$ cat src/rtl/write_pattern_gen.sv
// Multi-mode write-pattern generator: on a synchronised start edge it emits a burst of
// addressed write words (increment, inverted, walking-one or LFSR) with back-pressure and abort.
module write_pattern_gen #(
  parameter int                    ADDR_WIDTH    = 14,
  parameter int                    DATA_WIDTH    = 32,
  parameter int                    PATTERN_COUNT = 100,
  parameter logic [ADDR_WIDTH-1:0] ADDR_BASE     = '0,
  parameter logic                  WE_POLARITY   = 1'b1,
  parameter logic [DATA_WIDTH-1:0] LFSR_POLY     = DATA_WIDTH'(32'h8020_0003),
  parameter logic [DATA_WIDTH-1:0] LFSR_SEED     = DATA_WIDTH'(32'h0000_0001)
) (
  input  logic                  clk,
  input  logic                  reset,
  input  logic                  start_in,
  input  logic [1:0]            mode_in,
  input  logic [ADDR_WIDTH:0]   len_in,
  input  logic                  ready,
  output logic                  we,
  output logic [ADDR_WIDTH-1:0] addr,
  output logic [DATA_WIDTH-1:0] data,
  output logic                  start_out,
  output logic                  end_out,
  output logic                  aborted,
  output logic                  busy
);

  // Handshake: a word is transferred on a rising clk edge when we is at its
  // active level and ready is 1; while ready is 0 we/addr/data hold unchanged.

  typedef enum logic {
    IDLE = 1'b0,
    RUN  = 1'b1
  } state_t;

  localparam logic [ADDR_WIDTH:0] IDX_ONE  = (ADDR_WIDTH+1)'(1);
  localparam logic [ADDR_WIDTH:0] DEF_LEN  = (ADDR_WIDTH+1)'(PATTERN_COUNT);
  localparam logic                WE_IDLE  = ~WE_POLARITY;

  state_t                  state_q, state_d;
  logic                    s1_q, s2_q;
  logic [1:0]              mode_q, mode_d;
  logic [ADDR_WIDTH:0]     len_q, len_d;
  logic [ADDR_WIDTH:0]     idx_q, idx_d;
  logic [DATA_WIDTH-1:0]   lfsr_q, lfsr_d;
  logic                    we_q, we_d;
  logic [ADDR_WIDTH-1:0]   addr_q, addr_d;
  logic [DATA_WIDTH-1:0]   data_q, data_d;
  logic                    start_out_q, start_out_d;
  logic                    end_q, end_d;
  logic                    abort_q, abort_d;
  logic                    busy_q, busy_d;

  logic                    start_edge, start_fall;
  logic                    presenting, accept, last_accept;
  logic [ADDR_WIDTH:0]     idx_inc;
  logic [DATA_WIDTH-1:0]   lfsr_adv;

  function automatic logic [DATA_WIDTH-1:0] lfsr_step(input logic [DATA_WIDTH-1:0] s);
    lfsr_step = (s >> 1) ^ (s[0] ? LFSR_POLY : '0);
  endfunction

  function automatic logic [DATA_WIDTH-1:0] pattern_word(
    input logic [1:0]            m,
    input logic [ADDR_WIDTH:0]   i,
    input logic [DATA_WIDTH-1:0] s
  );
    logic [DATA_WIDTH-1:0] iw;
    logic [31:0]           i32;
    iw  = DATA_WIDTH'(i);
    i32 = 32'(i);
    case (m)
      2'd0:    pattern_word = iw;
      2'd1:    pattern_word = ~iw;
      2'd2:    pattern_word = DATA_WIDTH'(1) << (i32 % 32'(DATA_WIDTH));
      default: pattern_word = s;
    endcase
  endfunction

  function automatic logic [ADDR_WIDTH-1:0] word_addr(input logic [ADDR_WIDTH:0] i);
    word_addr = ADDR_BASE + i[ADDR_WIDTH-1:0];
  endfunction

  assign start_edge  = s1_q & ~s2_q;
  assign start_fall  = ~s1_q & s2_q;
  assign presenting  = (we_q == WE_POLARITY);
  assign accept      = presenting & ready;
  assign last_accept = accept & (idx_q == (len_q - IDX_ONE));
  assign idx_inc     = idx_q + IDX_ONE;
  assign lfsr_adv    = lfsr_step(lfsr_q);

  always_ff @(posedge clk) begin
    if (!reset) begin
      state_q     <= IDLE;
      s1_q        <= 1'b0;
      s2_q        <= 1'b0;
      mode_q      <= 2'd0;
      len_q       <= '0;
      idx_q       <= '0;
      lfsr_q      <= LFSR_SEED;
      we_q        <= WE_IDLE;
      addr_q      <= '0;
      data_q      <= '0;
      start_out_q <= 1'b0;
      end_q       <= 1'b0;
      abort_q     <= 1'b0;
      busy_q      <= 1'b0;
    end else begin
      state_q     <= state_d;
      s1_q        <= start_in;
      s2_q        <= s1_q;
      mode_q      <= mode_d;
      len_q       <= len_d;
      idx_q       <= idx_d;
      lfsr_q      <= lfsr_d;
      we_q        <= we_d;
      addr_q      <= addr_d;
      data_q      <= data_d;
      start_out_q <= start_out_d;
      end_q       <= end_d;
      abort_q     <= abort_d;
      busy_q      <= busy_d;
    end
  end

  always_comb begin
    state_d     = state_q;
    mode_d      = mode_q;
    len_d       = len_q;
    idx_d       = idx_q;
    lfsr_d      = lfsr_q;
    we_d        = we_q;
    addr_d      = addr_q;
    data_d      = data_q;
    start_out_d = start_out_q;
    end_d       = end_q;
    abort_d     = abort_q;
    busy_d      = busy_q;
    case (state_q)
      IDLE: begin
        if (start_edge) begin
          mode_d      = mode_in;
          len_d       = (len_in == '0) ? DEF_LEN : len_in;
          idx_d       = '0;
          lfsr_d      = LFSR_SEED;
          start_out_d = 1'b0;
          end_d       = 1'b0;
          abort_d     = 1'b0;
          busy_d      = 1'b1;
          state_d     = RUN;
        end
      end
      RUN: begin
        // Normal completion has priority over a fall seen in the same cycle.
        if (last_accept) begin
          we_d    = WE_IDLE;
          end_d   = 1'b1;
          busy_d  = 1'b0;
          state_d = IDLE;
        end else if (start_fall) begin
          we_d    = WE_IDLE;
          abort_d = 1'b1;
          end_d   = 1'b0;
          busy_d  = 1'b0;
          state_d = IDLE;
        end else if (!presenting) begin
          we_d        = WE_POLARITY;
          addr_d      = word_addr(idx_q);
          data_d      = pattern_word(mode_q, idx_q, lfsr_q);
          start_out_d = 1'b1;
        end else if (accept) begin
          idx_d  = idx_inc;
          lfsr_d = lfsr_adv;
          we_d   = WE_POLARITY;
          addr_d = word_addr(idx_inc);
          data_d = pattern_word(mode_q, idx_inc, lfsr_adv);
        end
      end
      default: state_d = IDLE;
    endcase
  end

  assign we        = we_q;
  assign addr      = addr_q;
  assign data      = data_q;
  assign start_out = start_out_q;
  assign end_out   = end_q;
  assign aborted   = abort_q;
  assign busy      = busy_q;

endmodule

$ cat config.mk
export PLATFORM = sky130hd
export DESIGN_NAME = write_pattern_gen
export DESIGN_NICKNAME = d
export VERILOG_FILES = /design/src/rtl/write_pattern_gen.sv
export SDC_FILE = /design/constraint.sdc
export NUM_CORES = 1
export LEC_CHECK = 0
export ABC_CLOCK_PERIOD_IN_PS = 6500
export CAP_MARGIN = 10
export CORE_ASPECT_RATIO = 1.25
export CORE_MARGIN = 10
export CORE_UTILIZATION = 60
export DETAILED_ROUTE_END_ITERATION = 10
export PLACE_DENSITY = 0.84
export SLEW_MARGIN = 20
export SYNTH_ARGS = -nofsm -noshare
export SYNTH_HDL_FRONTEND = slang
export SYNTH_SLANG_ARGS = --single-unit
$ cat constraint.sdc
create_clock -name clk -period 6.5 [get_ports clk]
set_clock_uncertainty 0.05 [all_clocks]
set_input_delay 1.3 -clock clk [delete_from_list [all_inputs] [get_ports clk]]
set_output_delay 1.3 -clock clk [all_outputs]
set_load 0.03 [all_outputs]
==> key figures, run 1 <==
Status
  – Status: complete, no violations

Floorplan
  – Floorplan row count: 44
  – Vertical extent of the die: 141.7 um
  – Initial Utilization: 61.25%
  – Die W: ~120 um
  – Placeable core region: roughly 0.012 sq mm
  – Number of placed I/O pins: 72
  – Die area: about 0.017 sq mm

STA
  – RSZ-0062 raised after global routing: no
  – Worst slew margin relative to its limit: a little under a third
  – Hold Vio Cnt, Final: 0
  – Slew Limit Fails: 0
  – Setup TNS: 0 ps
  – Peak clock frequency supported by timing: about 280 MHz
  – Fin crit share: a little under three fifths
  – Post-layout min period: roughly 3600 ps
  – Worst slew pin tran: just over 1000 ps
  – Final-layout worst hold slack: 396.4 ps
  – Setup violation total in the final timing report: 0

Logic synthesis
  – Synth Net Count: 963
  – Post-synthesis instance area: approximately 0.007 sq mm
  – Number of flops mapped to enable cells by yosys: 0
  – Dominant register cell in the synthesized netlist: sky130_fd_sc_hd__dfxtp_1
  – Flip-flop and latch count after synthesis: around 120
  – Share of synthesized area occupied by flip-flops and latches: about 33%
  – Number of warnings printed during yosys synthesis: 0
  – Synth cell types: 61
  – Mean instance size in the synthesized netlist: ~7.6 sq um
  – Share of synthesized flip-flops with an asynchronous set or reset: 0%
  – Cells after synthesis: approximately 930

Route
  – Via count of the routed design: 7265
  – DRC violations left: 0
  – Number of routed nets with antenna violations: 0
  – Number of design-rule violations left by the first detailed-router iteration: about 1100
  – Average routed wire per standard cell: between 15 and 20 um
  – Total wire length after detailed routing: around 22000 um
  – Count of TritonRoute iterations in the first routing pass: 7
  – Vias per inst: roughly 6.5

Power
  – Reported net switching power: 558.4 uW
  – Leakage power of the design: ~0.0027 uW
  – Pwr per Cell Area: about 250 mW/mm^2
  – Part of the power in combinational logic: between 10% and 20%
  – Sequential fraction of design power: between 30% and 40%
  – Share of power burned in the clock network: about 49%
  – Pint: around 1500 uW
  – Final Total Pwr: ~2100 uW
  – Switching share of power: between 20% and 30%
  – Worst vdd ir: around 220 uV

Global routing
  – GRT Overall Usage: roughly a quarter
  – Antenna violations before repair: 0
  – Via count of the first global-routing pass: between 6000 and 7000
  – Global-route wire length before repair: 35280 um
  – Pin count of the biggest net entering global routing: between 80 and 90
  – Final global-route overflow total: 0

Clocking
  – Hold buffer count at CTS: 0
  – Post-CTS repair timing setup buffer count: 0
  – H-Tree Depth: 4
  – TritonCTS sink count: 118
  – Resized cells post-CTS: 0
  – Worst-case clock buffer depth: 2
  – Reg clk slew, reported paths: 60 ps
  – Clock Latency Late Sink: ~440 ps
  – Clock root buffer master: sky130_fd_sc_hd__clkbuf_16
  – Clock tree from TritonCTS: done
  – Number of buffers added by the clock tree synthesis step: 17

Finish
  – Most common library cell in the layout ignoring fill and taps: sky130_fd_sc_hd__dfxtp_1
  – Fin area: 0.008285 sq mm
  – Fraction of final layout cells with drive strength greater than 1: under 10%
  – Total Nets Final: between 900 and 1000
  – Synth-to-Final Area Change: 16.46%
  – Footprint of the flip-flops and latches: about 0.0024 sq mm
  – Multi-input gate area: roughly 0.0043 sq mm
  – Inserted Diodes: 0
  – Layout filler cell count: 949
  – Most frequent cells in the layout: sky130_fd_sc_hd__dfxtp_1 (118), sky130_fd_sc_hd__nand3_1 (114), sky130_fd_sc_hd__nand2_1 (111)

Critical path
  – Largest fanout of any net on the critical path: between 50 and 60
  – Critical setup path kind: input port to flop
  – Startpoint type of the worst setup path: input port
  – Critical Path AT: 3900 ps
  – Worst endpoint required time: ~6800 ps
  – CP endpoint kind: flop

Placed design
  – Routability congestion estimate: around 0.97
  – Instance area at placement: between 0.007 and 0.008 sq mm
  – Half-perimeter wire length after placement: roughly 14000 um
  – Port Buffer Count: 71

Hold path
  – Worst min-delay path class: flop to flop

Flow run
  – Maximum capacitance violations: 0
[flip-flops by register name, summed over array words and instances (netlist names), 2 cells and up]
register  count
data         32
lfsr_q       32
idx_q        15
len_q        15
addr         14
mode_q        2
[per-layer routing]
metal	global-route usage (%)	vias up	wire, um
met2	42.02	414	10670
met1	29.96	3391	8316
met5	0	-	0
met3	6.511	81	1883
li1	-	3379	-
met4	14.39	0	1029
[path summary, 6_finish.rpt]
check	end	slack, ps	start	depth (start not counted)
worst min register to register	start_out	400	start_out	2
worst max register to register	data[19]	3050	len_q[0]	10
worst max-delay path	idx_q[8]	2910	ready	9
worst min-delay path	start_out	400	start_out	2
[worst max-delay path, cell delays in order]
cell and delay [ps]:
sky130_fd_sc_hd__clkdlybuf4s50_1 500, sky130_fd_sc_hd__nand2_1 100, sky130_fd_sc_hd__nor4_1 270, sky130_fd_sc_hd__nand4_1 150
sky130_fd_sc_hd__or3_1 520, sky130_fd_sc_hd__o21ai_4 160, sky130_fd_sc_hd__buf_4 510, sky130_fd_sc_hd__a22oi_1 180
sky130_fd_sc_hd__o21ai_0 200
[cell type report]
cell class,instances,area share [%]
multi-input combinational,709,51.37
tap,161,2.431
clock buffer,19,5.346
inverter,10,0.4530
sequential,118,28.51
timing repair buffer,81,9.423
clock inverter,13,2.461
[cells in the mapped netlist (8+ instances only)]
cell type                  instances  area share, %
sky130_fd_sc_hd__buf_2             8           0.56
sky130_fd_sc_hd__xor2_1           22            2.7
sky130_fd_sc_hd__nand2_1         112            5.9
sky130_fd_sc_hd__a31oi_1          13            1.1
sky130_fd_sc_hd__dfxtp_1         118             33
sky130_fd_sc_hd__buf_1            12           0.63
sky130_fd_sc_hd__ha_1              8            1.4
sky130_fd_sc_hd__nand3_1         114            8.0
sky130_fd_sc_hd__a211oi_2         16            2.8
sky130_fd_sc_hd__and3_1           13            1.1
sky130_fd_sc_hd__nor2_1           58            3.1
sky130_fd_sc_hd__inv_1             9           0.47
sky130_fd_sc_hd__nor3_1           16            1.1
sky130_fd_sc_hd__and2_1           12            1.1
sky130_fd_sc_hd__o211ai_1         10            1.1
sky130_fd_sc_hd__nor4_1            8           0.70
sky130_fd_sc_hd__xnor2_1          34            4.2
sky130_fd_sc_hd__a221oi_1         22            2.7
sky130_fd_sc_hd__buf_6            10            1.6
sky130_fd_sc_hd__o21ai_0          52            3.7
sky130_fd_sc_hd__a21oi_1          80            5.6
sky130_fd_sc_hd__a22oi_1           9           0.95
sky130_fd_sc_hd__nand4_1          12            1.1
sky130_fd_sc_hd__clkbuf_1         61            3.2
[stage by stage]
step           instances  worst slack (ps)  utilization, %
2_1_floorplan        934              3410               -
3_3_place_gp        1079              2640           65.72
3_5_place_dp        1079              2520           65.72
4_1_cts             1111              2954           71.28
5_1_grt             1111              2617           71.33
6_report            1111              2907           71.33
[cells by family (layout without fill, tap and decap cells)]
| kind of cell | Yosys count | count (layout) | share of synthesized area (%) |
|---|---|---|---|
| XOR/XNOR | 56 | 56 | 6.894 |
| AO/OA/AOI/OAI | 258 | 258 | 24.76 |
| multiplexers | 5 | 5 | 0.7035 |
| adder cells (fa/ha/maj) | 8 | 8 | 1.407 |
| flip-flops | 118 | 118 | 33.20 |
| buffers and inverters | 107 | 123 | 7.158 |
| AND/OR/NAND/NOR | 382 | 382 | 25.87 |
[power groups by stage]
stage	logic, uW	registers, uW	clock network, uW
2_1_floorplan	187	800	0
3_3_place_gp	292	775	0
3_5_place_dp	294	776	0
4_1_cts	297	761	1040
5_1_grt	324	763	1070
6_report	301	761	1040
Power figures use the tool's default switching activity.
==> run 2, diff against run 1 <==
- ABC_CLOCK_PERIOD_IN_PS: 6500 -> 3700
- CORE_UTILIZATION: 60 -> 58
- PLACE_DENSITY: 0.84 -> 0.82
- clock period: 6.5 -> 3.7 ns (I/O delays scaled with it)
==> run 2 against run 1 <==
Net effect:
- clock power increased by 65%
- die area increased by 2.9%
- global-route usage decreased by 0.51 points
- hold slack better by 9.9 ps
- first-iteration DRC count down 7.2%
- final cell count grew 1.4%
- non-clock buffer count rose by 13
- sequential share of layout area is 0.26 points lower
- register-to-register slack got worse by 2800 ps
- highest routed layer unchanged
==> key figures, run 2 (synthesis gave the netlist of run 1 again) <==
Critical path
  – Critical Path AT: 3690 ps (-210 ps)
  – Largest fanout of any net on the critical path: 84 (+53%)
  – Critical setup path kind: flop to flop
  – Capture point of the worst path: data[8]
  – FF-to-FF setup slack: 300 ps (-2750 ps)
  – Highest cell delay on the worst timing path: 860 ps (+340 ps)
  – Startpoint type of the worst setup path: flop
  – Buffers & Inverters on Critical Path: 1 (-1)
  – Cell family with the largest share of critical-path delay: compound AO/OA/AOI/OAI gates
  – Worst endpoint required time: 3990 ps (-2820 ps)
  – RR Endpoint: data[8]
  – Stages on the worst setup path: 10 (+1)
  – Slowest-stage cell, CP: sky130_fd_sc_hd__o21ba_4
  – Logic depth of the worst register-to-register path: 10 (unchanged)
  – Crit Reg-Reg Startpoint: len_q[0]
  – Ordered cell list for the critical path: inv_1 -> ha_1 -> nor4b_1 -> and3_1 -> a211oi_1 -> nor3_1 -> o22ai_4 -> o21ba_4 -> nand3_1 -> a21oi_1
  – CP endpoint kind: flop
  – CP Launch Point: len_q[0]

Route
  – Number of design-rule violations left by the first detailed-router iteration: 976 (-7.2%)
  – Total wire length after detailed routing: 22110 um (+0.96%)
  – Count of TritonRoute iterations in the first routing pass: 6 (-1)
  – Average routed wire per standard cell: 19.63 um (-0.38%)
  – DRC violations left: 0 (unchanged)
  – Vias per inst: 6.482 (-0.87%)
  – Via count of the routed design: 7299 (+0.47%)
  – Number of routed nets with antenna violations: 0 (unchanged)

Power
  – Leakage power of the design: 0.002801 uW (+2.0%)
  – Pwr per Cell Area: 428.4 mW/mm^2 (+69%)
  – Worst vdd ir: 296.6 uV (+33%)

Clocking
  – Post-CTS repair timing setup buffer count: 0 (unchanged)
  – Reg clk slew, reported paths: 60 ps (about the same)
  – H-Tree Depth: 4 (unchanged)
  – Hold buffer count at CTS: 0 (unchanged)
  – TritonCTS sink count: 118 (unchanged)
  – Clock Latency Late Sink: 410 ps (-30 ps)
  – Clock tree from TritonCTS: done
  – Clock root buffer master: sky130_fd_sc_hd__clkbuf_16
  – Resized cells post-CTS: 0 (unchanged)
  – Number of buffers added by the clock tree synthesis step: 17 (unchanged)
  – Worst-case clock buffer depth: 2 (unchanged)

Global routing
  – Antenna violations before repair: 0 (unchanged)
  – Global-route wire length before repair: 35160 um (-0.33%)
  – Pin count of the biggest net entering global routing: 85 (unchanged)
  – GRT Overall Usage: 25.12% (-0.51 points)
  – Via count of the first global-routing pass: 6604 (-0.27%)
  – Final global-route overflow total: 0 (unchanged)

STA
  – Post-layout min period: roughly 3400 ps
  – Slew Limit Fails: 0 (unchanged)
  – Hold Vio Cnt, Final: 0 (unchanged)
  – Least setup slack across all paths after layout: 299.6 ps (-2608 ps)
  – Peak clock frequency supported by timing: 294.1 MHz
  – RSZ-0062 raised after global routing: no
  – Setup violation total in the final timing report: 0 (unchanged)
  – Worst slew pin tran: 1045 ps (+17.76 ps)
  – Setup TNS: 0 ps (unchanged)
  – Final-layout worst hold slack: 406.3 ps (+9.856 ps)
  – Fin crit share: 91.90%
  – Worst slew margin relative to its limit: 30.32% (-1.2 points)

Finish
  – Post-Layout Cell Count: 1126 (+1.4%)
  – Synth-to-Final Area Change: 17.52%
  – Most frequent cells in the layout: sky130_fd_sc_hd__dfxtp_1 (118), sky130_fd_sc_hd__nand3_1 (114), sky130_fd_sc_hd__nand2_1 (111)
  – Inserted Diodes: 0 (unchanged)
  – Fraction of final layout cells with drive strength greater than 1: 9.148% (+1.0 points)
  – Most common library cell in the layout ignoring fill and taps: sky130_fd_sc_hd__dfxtp_1
  – Total Nets Final: 979 (+1.3%)

Placed design
  – Total instance count after detailed placement: 1095 (+1.5%)
  – Half-perimeter wire length after placement: 14880 um (+4.0%)
  – Routability congestion estimate: 0.9718 (-0.24%)
  – Worst Setup Slack post-DPL: 389.1 ps (-2131 ps)
  – Port Buffer Count: 71 (unchanged)

Floorplan
  – Initial Utilization: 58.77% (-2.5 points)
  – Number of placed I/O pins: 72 (unchanged)
  – Die W: 119.1 um (+1.4%)
  – Vertical extent of the die: 143.8 um (+1.5%)
  – Floorplan row count: 45 (+2.3%)
  – Placeable core region: 0.01211 sq mm (+4.2%)
  – Die area: 0.01712 sq mm (+2.9%)

Flow run
  – Maximum capacitance violations: 0 (unchanged)

Status
  – Status: complete, no violations

Hold path
  – Worst min-delay path class: flop to flop
-- run 2: changes by cell type in the layout (fill, tap and decap cells not counted), sizes merged --
| cell | previous run | this run |
|---|---|---|
| clkbuf | 19 | 21 |
| clkinv | 7 | 5 |
| bufinv | 5 | 4 |
| buf | 11 | 24 |
-- run 2: how the worst min path moves through the flow --
stage,from,endpoint,slack [ps],cells after the start
2_1_floorplan,len_q[14],len_q[14],400,2
4_1_cts,start_out,start_out,410,2
3_5_place_dp,start_out,start_out,400,2
3_3_place_gp,start_out,start_out,390,2
6_report,addr[12],addr[12],410,2
5_1_grt,addr[12],addr[12],420,2
-- run 2: metrics by stage --
stage | utilization (%) | instance area [sq um] | total power (uW)
after global routing | 69.06 | 8361 | 3700
after global placement | 64.00 | 7747 | 1874
after CTS | 69.06 | 8361 | 3587
after floorplan | - | 7114 | 1733
final | 69.06 | 8361 | 3582
after detailed placement | 64.00 | 7747 | 1881
-- run 2: layout make-up --
type / instances / area (sq um)
Clock buffer: 21 / 460.4
Clock inverter: 10 / 152.6
Fill cell: 968 / 3745
Inverter: 10 / 37.54
Multi-Input combinational cell: 709 / 4252
Sequential cell: 118 / 2362
Tap cell: 164 / 205.2
Timing Repair Buffer: 94 / 890.9
-- run 2: per-layer routing --
metal | part of all wire (%) | up-vias | GRT usage (%)
met3 | 7.9 | 64 | 5.220
met5 | 0 | - | 0
met2 | 49 | 401 | 41.44
met4 | 4.1 | 0 | 12.81
li1 | - | 3404 | -
met1 | 39 | 3430 | 30.27
-- run 2: worst min-delay path, delay by kind of cell (launching register included) --
family | cells | cell delay [ps]
AOI/OAI and AO/OA | 1 | 60
DFF | 1 | 300
and+or+nand+nor | 1 | 50
-- run 2: power breakdown --
group	total (uW)	switching [uW]	internal, uW	leakage [uW]
sequential	1340	32.7	1310	0.000956
clock	1720	567	1150	0.000302
combinational	523	326	197	0.00154
